## src/rtl/aclk_controller.sv

```systemverilog
// Keypad-entry sequencer for the alarm clock: shifts digits, drives the display mux,
// and commits the entry as alarm or current time. Define ACLK_CTRL_TIMEOUT_EN for the inactivity timeout.
module aclk_controller #(
  parameter int         TIMEOUT_SEC = 10,
  parameter logic [3:0] NOKEY       = 4'hA
) (
  input  logic       clk,
  input  logic       rst_n,
  input  logic       one_second,
  input  logic [3:0] key,
  input  logic       alarm_button,
  input  logic       time_button,
  output logic       shift,
  output logic       show_new_time,
  output logic       show_a,
  output logic       load_new_a,
  output logic       load_new_c,
  output logic [2:0] state_o
);

  typedef enum logic [2:0] {
    SHOW_TIME        = 3'd0,
    KEY_STORED       = 3'd1,
    KEY_WAIT         = 3'd2,
    KEY_ENTRY        = 3'd3,
    SHOW_ALARM       = 3'd4,
    SET_ALARM_TIME   = 3'd5,
    SET_CURRENT_TIME = 3'd6
  } state_t;

  state_t state;
  state_t state_nxt;
  logic   key_down;
  logic   timeout;

  assign key_down = (key != NOKEY);

`ifdef ACLK_CTRL_TIMEOUT_EN
  localparam int CW = $clog2(TIMEOUT_SEC + 1);

  logic [CW-1:0] count;

  assign timeout = one_second && (count == CW'(TIMEOUT_SEC - 1));

  // Counts idle seconds only between key presses; a fresh key restarts the count.
  always_ff @(posedge clk or negedge rst_n) begin
    if (!rst_n) begin
      count <= '0;
    end else if (!(state inside {KEY_WAIT, KEY_ENTRY}) || state_nxt == KEY_STORED) begin
      count <= '0;
    end else if (one_second && count != CW'(TIMEOUT_SEC)) begin
      count <= count + 1'b1;
    end
  end
`else
  logic unused_ok;

  assign timeout   = 1'b0;
  assign unused_ok = one_second & (TIMEOUT_SEC > 0);
`endif

  always_comb begin
    // NOTE: default assignment first so every path drives state_nxt and no latch is inferred.
    state_nxt = state;
    case (state)
      SHOW_TIME: begin
        if (alarm_button)  state_nxt = SHOW_ALARM;
        else if (key_down) state_nxt = KEY_STORED;
      end
      KEY_STORED: state_nxt = KEY_WAIT;
      KEY_WAIT: begin
        if (!key_down)    state_nxt = KEY_ENTRY;
        else if (timeout) state_nxt = SHOW_TIME;
      end
      KEY_ENTRY: begin
        if (alarm_button)     state_nxt = SET_ALARM_TIME;
        else if (time_button) state_nxt = SET_CURRENT_TIME;
        else if (key_down)    state_nxt = KEY_STORED;
        else if (timeout)     state_nxt = SHOW_TIME;
      end
      SHOW_ALARM: begin
        if (!alarm_button) state_nxt = SHOW_TIME;
      end
      SET_ALARM_TIME:   state_nxt = SHOW_TIME;
      SET_CURRENT_TIME: state_nxt = SHOW_TIME;
      default:          state_nxt = SHOW_TIME;
    endcase
  end

  // Outputs decode the next state so they line up exactly with state occupancy.
  always_ff @(posedge clk or negedge rst_n) begin
    if (!rst_n) begin
      state         <= SHOW_TIME;
      shift         <= 1'b0;
      show_new_time <= 1'b0;
      show_a        <= 1'b0;
      load_new_a    <= 1'b0;
      load_new_c    <= 1'b0;
    end else begin
      // NOTE: non-blocking assignments so every register samples pre-edge values.
      state         <= state_nxt;
      shift         <= (state_nxt == KEY_STORED);
      show_new_time <= (state_nxt inside {KEY_STORED, KEY_WAIT, KEY_ENTRY});
      show_a        <= (state_nxt == SHOW_ALARM);
      load_new_a    <= (state_nxt == SET_ALARM_TIME);
      load_new_c    <= (state_nxt == SET_CURRENT_TIME);
    end
  end

  assign state_o = state;

endmodule

```

## config.mk

```make
export PLATFORM = sky130hd
export DESIGN_NAME = aclk_controller
export DESIGN_NICKNAME = d
export VERILOG_FILES = /design/src/rtl/aclk_controller.sv
export SDC_FILE = /design/constraint.sdc
export NUM_CORES = 1
export LEC_CHECK = 0
export CORE_AREA = 2 2 39 41
export DETAILED_ROUTE_END_ITERATION = 8
export DIE_AREA = 0 0 41 43
export DONT_BUFFER_PORTS = 1
export GPL_TIMING_DRIVEN = 0
export MAX_ROUTING_LAYER = met4
export PLACE_DENSITY_LB_ADDON = 0.08
export SKIP_LAST_GASP = 1
export SLEW_MARGIN = 30
export SYNTH_ARGS = -nofsm -noshare
export SYNTH_HDL_FRONTEND = slang
export SYNTH_SLANG_ARGS = --single-unit
```

## constraint.sdc

```tcl
create_clock -name clk -period 1.7 [get_ports clk]
set_clock_uncertainty 0.15 [all_clocks]
set_input_delay 0.425 -clock clk [delete_from_list [all_inputs] [get_ports clk]]
set_output_delay 0.425 -clock clk [all_outputs]
set_load 0.03 [all_outputs]
```

; Word level (Yosys, flattened, before mapping)
; Cells that the tools add are included.
[classes]
eq_ne = 11
n_mux = 7
n_reduce_logical = 2
[op_table]
columns = operator, count
row1 = two-way mux 3 bit, 6
row2 = case mux 3 bit (5 select lines), 1
row3 = "equality test 3 x 2 -> 1 bit, second input constant", 4
row4 = "equality test 3 bit, second input constant", 4
row5 = "equality test 3 x 1 -> 1 bit, second input constant", 2
row6 = "inequality test 4 bit, second input constant", 1
row7 = zero test 3 bit, 1
row8 = nonzero test 3 bit, 1
[word_totals]
reg_bits = 8
input_bits = 9
output_inout_bits = 8
wordCells = 26

; Depth between registers and ports, before layout
[logic_depth]
depth_word = 7
depth_mapped = 3
depth_no_buf = 3

; Least setup slack after synthesis
; No wires, ideal clock.
[synth_path]
path_kind = register to register
from = reg state[1] (netlist: state_o[1])
to = reg state[2] (netlist: state_o[2])
setup_time_ps = 120
arrival_ps = 1102
t_required_ps = 1430
slack_ps = 328
stages_incl_launch_ff = 4
path_buffers = 0
synth_period_minus_slack_ps = 1372
path_cell_list = dfrtp_1 -> nor2_1 -> and2_1 -> a31o_1
[synth_between]
elab_chain_cells = 2
word_cells_on_any_way = 6
[synth_rtl]
columns = element, line_no
row1 = from (decl), 31  ; state_t state;
row2 = from (signal assigned), 101  ; state <= state_nxt;
row3 = equality test 3 bit (tied with other cells), 65  ; case (state)
row4 = case mux 3 bit (5 select lines) *, 65
row5 = via state_nxt[2], 32  ; state_t state_nxt;
; The timed path passes the listed nets; every way through them passes the cells marked *.

; Final worst setup path
[layout_path]
from = reg state[2] (netlist: state_o[2])
to = out state_o[2]
[layout_lines]
columns = element, line_no
row1 = to (decl), 18  ; output logic [2:0] state_o
; No word-level cell between the ends.

==> results.json <==
{
  "cts_max_level": 1,
  "rsz0062_at_grt": "no",
  "leakage_nw": 0.169,
  "worst-setup-path-type": "flip-flop to output port",
  "synth_top_area_share_pct": 56.3,
  "synth_edf_count": 0,
  "cts_tree": "built",
  "die_h_um": 43,
  "peakVddDrop_v": 0.000544,
  "first_pass_iters": 3,
  "seq_area_um2": 200,
  "rows": 14,
  "hold_viol": 0,
  "maxCapViolCount": 0,
  "syn_to_final_growth_pct": 14.8,
  "crit_required_ps": 1120,
  "seq_area_frac_synth_pct": 56.3,
  "nets": 42,
  "clockRootBuffer": "clkbuf_4",
  "synth_area_leaders": "dfrtp_1, and4bb_4, o41ai_2",
  "holdCritPathClass": "input pin to flip-flop",
  "antenna_found_initial": 0,
  "setup.worst_path.end": "state_o[2]",
  "endpoint_kind": "output port",
  "fmax_ghz": 0.666,
  "final_common_cell": "dfrtp_1",
  "post_cts_buffers": 0,
  "power.total_mw": 0.799,
  "wl_per_cell_um": 15.5,
  "fp.dieW_um": 41,
  "r2r_end": "state_o[2]",
  "setup_viol": 0,
  "cts_resized": 0,
  "met2_usage_pct": 12.8,
  "use_met3_pct": 5.76,
  "regToRegSetupSlack_ps": 230,
  "grt_max_degree": 9,
  "clockBufferDepth": 2,
  "grt_pass1_vias": 226,
  "r2r_cells": 3,
  "ys_warn_count": 0,
  "diodes": 0,
  "place.gp.congestion": 0.768,
  "io_buffers": 0,
  "crit_fanout": 8,
  "via_per_inst": 5.32,
  "use_met1_pct": 12.7,
  "clkTransAtPathRegs_ps": 60,
  "final_cell_mix": "dfrtp_1, clkbuf_4, nor3_1",
  "outcome": "completed",
  "maxSlewHeadroom_pct": 64.2,
  "io_pins": 17,
  "multi_input_comb_area_um2": 151,
  "start_util_pct": 25.7,
  "setup_tns_ps": 0,
  "synthFlopType": "dfrtp_1",
  "grt.total_usage_pct": 10.9,
  "cp.arrival_ps": 930,
  "layout_min_cycle_time_ps": 1500,
  "syn-instance-count": 27,
  "cts_buffers": 3,
  "crit_start": "state_o[2]",
  "ctsHoldBuffers": 1,
  "core_um2": 1380,
  "yosys-top-cells-count": "dfrtp_1, nor3_1",
  "routed_wirelength_um": 728,
  "grt.overflow.total": 0,
  "synth_cell_types": 19,
  "period_share_pct": 88.3,
  "async_flop_share_pct": 100,
  "dieArea_um2": 1760,
  "synth_top_area_cell": "dfrtp_1",
  "drive_gt1_share_pct": 25.8,
  "cp.depth": 0,
  "antenna_left": 0,
  "postSynthRegisterBits": 8,
  "synth_area_per_cell_um2": 13.2,
  "crit_path_start_kind": "flip-flop",
  "drc": 0,
  "grt_busiest_layer": "met2",
  "drtIter0Drc": 8,
  "clk_latency_ps": 250,
  "synth.most_common_cell": "dfrtp_1",
  "clkSinkCount": 8,
  "grt_first_pass_wirelength_mm": 1.13,
  "vias": 250,
  "synth_nets": 36,
  "pwr_density_cell_nw_per_um2": 1960,
  "r2r_start": "state_o[1]",
  "syn_area_um2": 355,
  "worst_slew_pin_slew_ps": 537,
  "fillerInstances": 138,
  "slew_viol_final": 0
}
## layout make-up
type	instances	share of cell area, %
Multi-Input combinational cell	18	37.1
Inverter	1	0.920
Sequential cell	8	49.1
Clock buffer	3	5.52
Timing Repair Buffer	1	2.45
Tap cell	16	4.91
## metrics by stage
stage	utilization, %	hold WS, ps	std cells	setup WS (ps)	area, um2
finish	29.5	86.8	47	199	408
global route	29.5	71.9	47	114	408
CTS	29.5	72.1	47	188	408
detailed placement	27.1	-20.4	43	226	375
global placement	27.1	-20.4	43	218	375
floorplan	-	-20.6	27	328	355
## where the power goes
group | leakage (nW) | switching [mW] | internal (mW)
registers | 0.104 | 0.233 | 0.255
logic | 0.0510 | 0.0718 | 0.0926
clock network | 0.0138 | 0.0649 | 0.0808
total | 0.169 | 0.370 | 0.429
## flip-flops by register name (all words and copies together), names as in the netlist
| register | cells |
|---|---|
| load_new_a | 1 |
| load_new_c | 1 |
| shift | 1 |
| state_o | 3 |
| show_a | 1 |
| show_new_time | 1 |
## worst min-delay path by stage
stage | cells past startpoint | endpoint | slack (ps) | startpoint
after global placement | 0 | shift | -20 | rst_n
after detailed placement | 0 | shift | -20 | rst_n
after CTS | 1 | load_new_c | 70 | alarm_button
after floorplan | 0 | load_new_a | -20 | rst_n
final | 1 | load_new_c | 90 | alarm_button
after global routing | 1 | load_new_c | 70 | alarm_button
## metal layers
layer  share of wire, %  wire length, um  vias to the layer above
li1                   -                -                      116
met1                 45              327                      125
met2                 48              349                        9
met3                7.0               51                        0
met4                  0                0                        0
met5                  0                0                        -
## cells by family after synthesis
logic type | synth area share, %
AOI/OAI and AO/OA | 18.7
buffers and inverters | 1.06
DFF | 56.3
and+or+nand+nor | 23.9
No activity file was read; power rests on OpenSTA's default activity.
